$ cat config.mk
export PLATFORM = sky130hd
export DESIGN_NAME = shift_seq_ctrl
export DESIGN_NICKNAME = d
export VERILOG_FILES = /design/src/rtl/shift_seq_ctrl_pkg.sv /design/src/rtl/shift_seq_ctrl.sv
export SDC_FILE = /design/constraint.sdc
export NUM_CORES = 1
export LEC_CHECK = 0
export CORE_ASPECT_RATIO = 0.8
export CORE_MARGIN = 1.5
export CORE_UTILIZATION = 38
export CTS_CLUSTER_DIAMETER = 80
export DETAILED_ROUTE_END_ITERATION = 6
export GPL_TIMING_DRIVEN = 0
export MAX_ROUTING_LAYER = met4
export PLACE_DENSITY = 0.75
export SYNTH_ARGS = -nofsm -noshare
export SYNTH_HDL_FRONTEND = slang
export SYNTH_SLANG_ARGS = --single-unit
$ cat constraint.sdc
create_clock -name clk -period 1.3 [get_ports clk]
set_input_delay 0.26 -clock clk [delete_from_list [all_inputs] [get_ports clk]]
set_output_delay 0.26 -clock clk [all_outputs]
set_load 0.03 [all_outputs]
$ cat src/rtl/shift_seq_ctrl_pkg.sv
// ---------------------------------------------------------------------------
// shift_seq_ctrl_pkg
// Shared definitions for the shift sequence controller:
//   - state_e     : controller FSM states (IDLE, LOAD, SHIFT, DONE)
//   - MODE_*      : S1S0 mode codes of the downstream 194-style register
//   - WORD_W      : parallel word width
//   - shift_mode(): maps a direction flag onto the matching S1S0 code
// ---------------------------------------------------------------------------
package shift_seq_ctrl_pkg;

  localparam int WORD_W = 32;
  localparam int CNT_W  = 5;

  typedef enum logic [1:0] {
    IDLE  = 2'b00,
    LOAD  = 2'b01,
    SHIFT = 2'b10,
    DONE  = 2'b11
  } state_e;

  localparam logic [1:0] MODE_HOLD  = 2'b00;
  localparam logic [1:0] MODE_RIGHT = 2'b01;
  localparam logic [1:0] MODE_LEFT  = 2'b10;
  localparam logic [1:0] MODE_LOAD  = 2'b11;

  // Left shifts move data toward Q[31] (S1S0=10), right shifts toward Q[0].
  function automatic logic [1:0] shift_mode(input logic left);
    if (left) begin
      return MODE_LEFT;
    end else begin
      return MODE_RIGHT;
    end
  endfunction

endpackage

$ cat src/rtl/shift_seq_ctrl.sv
// ---------------------------------------------------------------------------
// shift_seq_ctrl
// Sequences a downstream 32-bit 194-style shift register: loads a word, then
// shifts it len+1 times in the requested direction while reporting the bit
// that leaves the register each cycle.
//
// Ports
//   clk          in   sole clock, rising edge
//   clear        in   synchronous active-high reset
//   start        in   transfer request, honoured in IDLE only
//   abort        in   synchronous cancel back to IDLE (wins over start)
//   dir_left     in   1 = shift toward Q[31], 0 = shift toward Q[0]
//   len[4:0]     in   number of shifts minus one
//   fill         in   bit injected into the vacated end
//   data_in[31:0]in   word to load
//   q_msb, q_lsb in   Q[31] / Q[0] fed back from the downstream register
//   s1, s0       out  downstream mode (00 hold, 01 right, 10 left, 11 load)
//   pdata[31:0]  out  parallel load word (valid in LOAD)
//   sr, sl       out  downstream serial inputs (right / left)
//   sreg_clear   out  downstream clear, follows clear
//   ser_out      out  bit leaving the register this cycle
//   bit_valid    out  ser_out is a transfer bit
//   busy         out  LOAD or SHIFT in progress
//   done         out  one-cycle completion pulse
//
// Build option
//   SHIFT_SEQ_ROTATE_EN : inject the exiting bit instead of fill (rotate),
//                         so 32 shifts restore the original word.
// ---------------------------------------------------------------------------
module shift_seq_ctrl
  import shift_seq_ctrl_pkg::*;
(
  input  logic        clk,
  input  logic        clear,
  input  logic        start,
  input  logic        abort,
  input  logic        dir_left,
  input  logic [4:0]  len,
  input  logic        fill,
  input  logic [31:0] data_in,
  input  logic        q_msb,
  input  logic        q_lsb,
  output logic        s1,
  output logic        s0,
  output logic [31:0] pdata,
  output logic        sr,
  output logic        sl,
  output logic        sreg_clear,
  output logic        ser_out,
  output logic        bit_valid,
  output logic        busy,
  output logic        done
);

  state_e              state_q, state_d;
  logic [CNT_W-1:0]    cnt_q,   cnt_d;
  logic [WORD_W-1:0]   word_q,  word_d;
  logic                dir_q,   dir_d;
  logic [CNT_W-1:0]    len_q,   len_d;
  logic                fill_q,  fill_d;

  logic                inj_left;
  logic                inj_right;
  logic [1:0]          mode;

  // State and transfer-parameter registers.
  always_ff @(posedge clk) begin
    if (clear) begin
      state_q <= IDLE;
      cnt_q   <= {CNT_W{1'b0}};
      word_q  <= {WORD_W{1'b0}};
      dir_q   <= 1'b0;
      len_q   <= {CNT_W{1'b0}};
      fill_q  <= 1'b0;
    end else begin
      state_q <= state_d;
      cnt_q   <= cnt_d;
      word_q  <= word_d;
      dir_q   <= dir_d;
      len_q   <= len_d;
      fill_q  <= fill_d;
    end
  end

  // Next-state logic; parameters are captured only on an accepted start so
  // input changes during a transfer cannot disturb it.
  always_comb begin
    state_d = state_q;
    cnt_d   = cnt_q;
    word_d  = word_q;
    dir_d   = dir_q;
    len_d   = len_q;
    fill_d  = fill_q;
    if (abort) begin
      state_d = IDLE;
      cnt_d   = {CNT_W{1'b0}};
    end else begin
      case (state_q)
        IDLE: begin
          if (start) begin
            word_d  = data_in;
            dir_d   = dir_left;
            len_d   = len;
            fill_d  = fill;
            state_d = LOAD;
          end else begin
            state_d = IDLE;
          end
        end
        LOAD: begin
          cnt_d   = {CNT_W{1'b0}};
          state_d = SHIFT;
        end
        SHIFT: begin
          cnt_d = cnt_q + 5'd1;
          // cnt counts completed shifts minus one, so cnt==len is the last.
          if (cnt_q == len_q) begin
            state_d = DONE;
          end else begin
            state_d = SHIFT;
          end
        end
        DONE: begin
          state_d = IDLE;
        end
        default: begin
          state_d = IDLE;
        end
      endcase
    end
  end

`ifdef SHIFT_SEQ_ROTATE_EN
  // Rotate: recirculate the exiting bit; fill is not used in this build.
  logic unused_fill;
  assign unused_fill = fill_q;
  assign inj_left    = q_msb;
  assign inj_right   = q_lsb;
`else
  assign inj_left    = fill_q;
  assign inj_right   = fill_q;
`endif

  // Moore output decode from the registered state.
  always_comb begin
    mode      = MODE_HOLD;
    pdata     = {WORD_W{1'b0}};
    sl        = 1'b0;
    sr        = 1'b0;
    bit_valid = 1'b0;
    busy      = 1'b0;
    done      = 1'b0;
    case (state_q)
      IDLE: begin
        mode = MODE_HOLD;
      end
      LOAD: begin
        mode  = MODE_LOAD;
        pdata = word_q;
        busy  = 1'b1;
      end
      SHIFT: begin
        mode      = shift_mode(dir_q);
        bit_valid = 1'b1;
        busy      = 1'b1;
        // Only the serial input on the vacated end carries data.
        if (dir_q) begin
          sl = inj_left;
        end else begin
          sr = inj_right;
        end
      end
      DONE: begin
        done = 1'b1;
      end
      default: begin
        mode = MODE_HOLD;
      end
    endcase
  end

  assign s1         = mode[1];
  assign s0         = mode[0];
  assign sreg_clear = clear;
  // The exiting end is Q[31] on left shifts and Q[0] on right shifts.
  assign ser_out    = dir_q ? q_msb : q_lsb;

endmodule

* Yosys cells after proc, flatten, opt, wreduce, memory -nomap -nowiden
Cells that the tools add are included.
** Storage, ports and cells
- Register bits :: 46
- Input port bits :: 45
- Output and inout bits :: 41
- Logic and storage cells :: 32
** Operators by class
- Add/sub/neg operators :: 1
- Eq/ne operators :: 4
- Multiplexer cells :: 15
- Bitwise operators :: 1
- Reductions and logical operators :: 5
** Operators with widths (number)
- two-way mux 32 bit :: 1
- two-way mux 1 bit :: 10
- one-hot mux 5 bit (2 select lines) :: 1
- one-hot mux 2 bit (4 select lines) :: 1
- adder 5 x 1 -> 5 bit (second input constant) :: 1
- == test 5 bit :: 1
- == test 2 bit (second input constant) :: 2
- one-hot mux 2 bit (2 select lines) :: 1
- OR reduction 2 bit :: 2
- AND reduction 3 bit :: 1
- == test 2 x 1 -> 1 bit (second input constant) :: 1
- logical NOT 2 bit :: 1
- two-way mux 2 bit :: 1
- nonzero test 2 bit :: 1
- NOT 1 bit :: 1

* Longest topological paths before layout
- Depth after elaboration :: 3
- Depth in mapped cells :: 7
- Gate-level depth less buffers :: 5

* Worst setup path after synthesis
OpenSTA, ideal clock, no wires.
- Kind :: reg-to-output
- From :: register state_q[0]
- To :: output port s0
- Data arrival time :: 1.522 ns
- Required time :: 1.040 ns
- Setup slack :: -0.482 ns
- Stages on the path, launching flop included :: 5
- Buffers on the path :: 0
- Path through :: dfxtp_1 > inv_1 > ha_1 > inv_1 > nor2_1
** On the way
- Longest elaborated chain between the ends :: 2
- Elaborated cells on any way between the ends :: 3
- Those cells by class :: 2 x eq/ne; 1 x mux
** RTL lines
- start, declared :: RTL line shift_seq_ctrl.sv:55 : state_e state_q, state_d;
- start signal, assigned :: RTL line shift_seq_ctrl.sv:76 : state_q <= state_d;
- == test 2 bit / == test 2 x 1 -> 1 bit (equally long branches) :: RTL line shift_seq_ctrl.sv:153 : case (state_q)
- one-hot mux 2 bit (2 select lines) (*) :: RTL line shift_seq_ctrl.sv:153
- end, declared :: RTL line shift_seq_ctrl.sv:44 : output logic s0,
Mark *: on every way between the ends. The rest lies on a longest branch, timed or not.

* Final worst setup path
- From :: register state_q[1]
- To :: output port s1
** On the way
- Longest elaborated chain between the ends :: 2
- Elaborated cells on any way between the ends :: 3
- Those cells by class :: 2 x eq/ne; 1 x mux
** RTL lines
- == test 2 bit / == test 2 x 1 -> 1 bit (equally long branches) :: RTL line shift_seq_ctrl.sv:153
- one-hot mux 2 bit (2 select lines) (*) :: RTL line shift_seq_ctrl.sv:153
- end, declared :: RTL line shift_seq_ctrl.sv:43 : output logic s1,
Marked as above.

==> impl_metrics.py <==
metrics = {
    "synthesis": {
        "synth_top_area_frac": 0.444,
        "synth_common_cells": "79 x nand2_1, 46 x dfxtp_1, 34 x a21oi_1",
        "yosysUniqueCellTypes": 23,
        "synth_edf_count": 0,
        "synth_top_area_cell": "dfxtp_1",
        "synth_flop_cell": "dfxtp_1",
        "avgSynthCellArea_um2": 8.04,
        "ys_seq_area_frac": 0.444,
        "synth_async_sr_flop_share": 0,
        "synth_area_leaders": "dfxtp_1 44%, nand2_1 14%, and2_1 9.7%",
        "ys_warn_count": 0,
        "yosysMostFrequentCell": "nand2_1",
        "synthCells": 258,
        "ys_seq_elements": 46,
        "synth_nets": 309,
        "synth_area_mm2": 0.00207,
    },
    "drt": {
        "wl_um": 6490,
        "drtIter0Drc": 45,
        "post-route-drc-count": 7,
        "via_per_inst": 4.96,
        "vias": 2149,
        "first_pass_iters": 7,
        "ant_nets": 0,
        "wl_per_cell_um": 15.0,
    },
    "setup_path": {
        "timing.rr.start": "state_q[0]",
        "cp_max_fo": 8,
        "rrSetupSlack_ns": -0.14,
        "startpoint_type": "flop",
        "required_ns": 1.04,
        "arrival_ns": 1.43,
        "r2r_cells": 7,
        "rr_endpoint": "cnt_q[4]",
        "critPathCapture": "s1",
        "setup.worst_path.class": "flop to output pin",
        "worst_setup_path_end_kind": "output pin",
        "crit_start": "state_q[1]",
    },
    "power_and_ir_drop": {
        "p_per_area_mw_per_mm2": 772,
        "internal_power_mw": 2.28,
        "p_leak_nw": 1.74,
        "swShare": 0.276,
        "seqPwrFrac": 0.476,
        "clockPowerShare": 0.287,
        "ir_drop_mv": 0.594,
        "pwr-share-comb": 0.237,
        "p_sw_mw": 0.870,
    },
    "timing": {
        "tns_ns": -15.46,
        "final-setup-viol-count": 85,
        "setup_slack_ns": -0.385,
        "min_period_ns": 1.69,
        "tightestPinTransition_ns": 0.729,
        "slew_headroom": 0.514,
        "post-route-period-util": 1.30,
        "drv_slew": 0,
        "max_freq_ghz": 0.593,
        "finalHoldViolCount": 0,
        "clock_skew_ns": 0.00767,
        "rsz0062_at_grt": "true",
    },
    "floorplan": {
        "die_y_um": 69.1,
        "core_area_mm2": 0.00512,
        "initial_core_util": 0.405,
        "die-area_mm2": 0.00591,
        "pin_count": 86,
        "dieWidth_um": 85.6,
        "fp-row-count": 23,
    },
    "final_layout": {
        "finalNetCount": 421,
        "area_growth_pct": 96.8,
        "layout-drive-gt1-share": 0.577,
        "final_cells": 433,
        "num_antenna_cells": 0,
        "fin_area_mm2": 0.00408,
    },
    "clock_tree": {
        "clockBufferDepth": 2,
        "clock_latency_ns": 0.29,
        "cts_inserted_buffers": 5,
        "cts.clk_slew.worst_paths_ns": 0.09,
        "cts_root_buf": "clkbuf_8",
        "htree_levels": 2,
        "cts-hold-fix-buffers": 0,
        "cts_tree": "built",
        "cts.sinks": 46,
    },
    "global_route": {
        "grt_usage": 0.212,
        "antenna_found_initial": 0,
        "grt_pass1_vias": 2039,
        "grt_pass1_wl_um": 9780,
        "grt_max_degree": 20,
        "grt_overflow": 0,
    },
    "outcome": {
        "violations": "design-rule violations, negative setup slack",
        "status": "finished with violations",
    },
    "placement": {
        "gp_congestion": 0.760,
        "portBuffers": 84,
        "dp_slack_ns": -0.956,
        "postPlaceCellArea_mm2": 0.00307,
        "dp_hpwl_um": 3760,
        "dp.cells": 404,
    },
    "hold_path": {
        "hold_path.class": "primary input to flop",
        "hold_depth": 2,
    },
    "flow_run": {
        "max_cap_viol_count": 0,
    },
}
registers in the layout, summed over array words and instances, names as in the netlist:
signal,flops
dir_q,1
fill_q,1
cnt_q,5
len_q,5
word_q,32
state_q,2
critical path: stages (launching register included):
cell       delay [ns]
dfxtp_4          0.36
inv_4            0.08
ha_4             0.24
clkbuf_16        0.18
a21oi_4          0.04
nor2_4           0.10
buf_6            0.13
per-stage QoR:
step	utilization	power, mW	hold slack (ns)
detailed placement	0.600	1.99	0.443
global placement	0.600	1.98	0.437
CTS	0.723	3.03	0.223
floorplan	-	1.77	0.337
global route	0.797	3.29	0.245
finish	0.797	3.15	0.244
how the worst min path moves through the flow:
stage                           from         end  slack (ns)
after floorplan                abort  state_q[1]        0.34
after global placement    word_q[12]  word_q[12]        0.44
after detailed placement  word_q[29]  word_q[29]        0.44
after CTS                      clear    cnt_q[0]        0.22
after global routing           clear    cnt_q[0]        0.24
final                          clear    cnt_q[0]        0.24
power groups by stage:
stage / logic [mW] / clock network, mW / registers [mW]
floorplan: 0.243 / 0 / 1.52
global placement: 0.449 / 0 / 1.53
finish: 0.748 / 0.905 / 1.50
CTS: 0.616 / 0.919 / 1.50
global route: 0.795 / 0.991 / 1.51
detailed placement: 0.456 / 0 / 1.53
cells in the final DEF, fill, tap and decap left out, types with 5 or more instances in the layout:
cell	instances
and2_4	32
clkbuf_8	6
clkbuf_1	5
xnor2_1	5
buf_8	9
dfxtp_1	43
clkdlybuf4s50_1	43
a21oi_2	41
nand2_1	40
buf_6	42
buf_4	16
nand2_2	5
nand2_4	34
cell type report:
| type | count | area, um2 |
|---|---|---|
| plain buffers | 16 | 178 |
| clock buffers | 7 | 86.3 |
| clock inverters | 1 | 5.00 |
| fillers | 315 | 1040 |
| inverters | 4 | 23.8 |
| multi-input cells | 191 | 1630 |
| flip-flops and latches | 46 | 932 |
| well taps | 62 | 77.6 |
| repair buffers | 106 | 1150 |
cells by family (layout without fill, tap and decap cells):
group	count (synthesis)	after routing	share of synthesized area
simple gates	131	131	0.300
compound gates	45	45	0.125
fa+ha+maj	6	6	0.0362
buf+inv	21	134	0.0555
mux	1	1	0.00543
flops	46	46	0.444
xor+xnor	8	8	0.0338
per-layer routing:
metal | routed length (um) | vias to the layer above | track usage
li1 | - | 1053 | -
met2 | 3270 | 53 | 0.338
met5 | 0 | - | -
met4 | 51 | 0 | 0.0609
met1 | 2860 | 1039 | 0.274
met3 | 316 | 4 | 0.0395
repair_timing:
| action | in CTS | in global routing |
|---|---|---|
| endpoints found under the hold margin | 0 | 0 |
| setup buffers | 11 | 5 |
| setup endpoints to repair | 75 | 85 |
| resized for setup | 394 | 77 |
| gates cloned | 4 | 2 |
| pin swaps | 44 | 21 |
No activity file was read; power rests on OpenSTA's default activity.
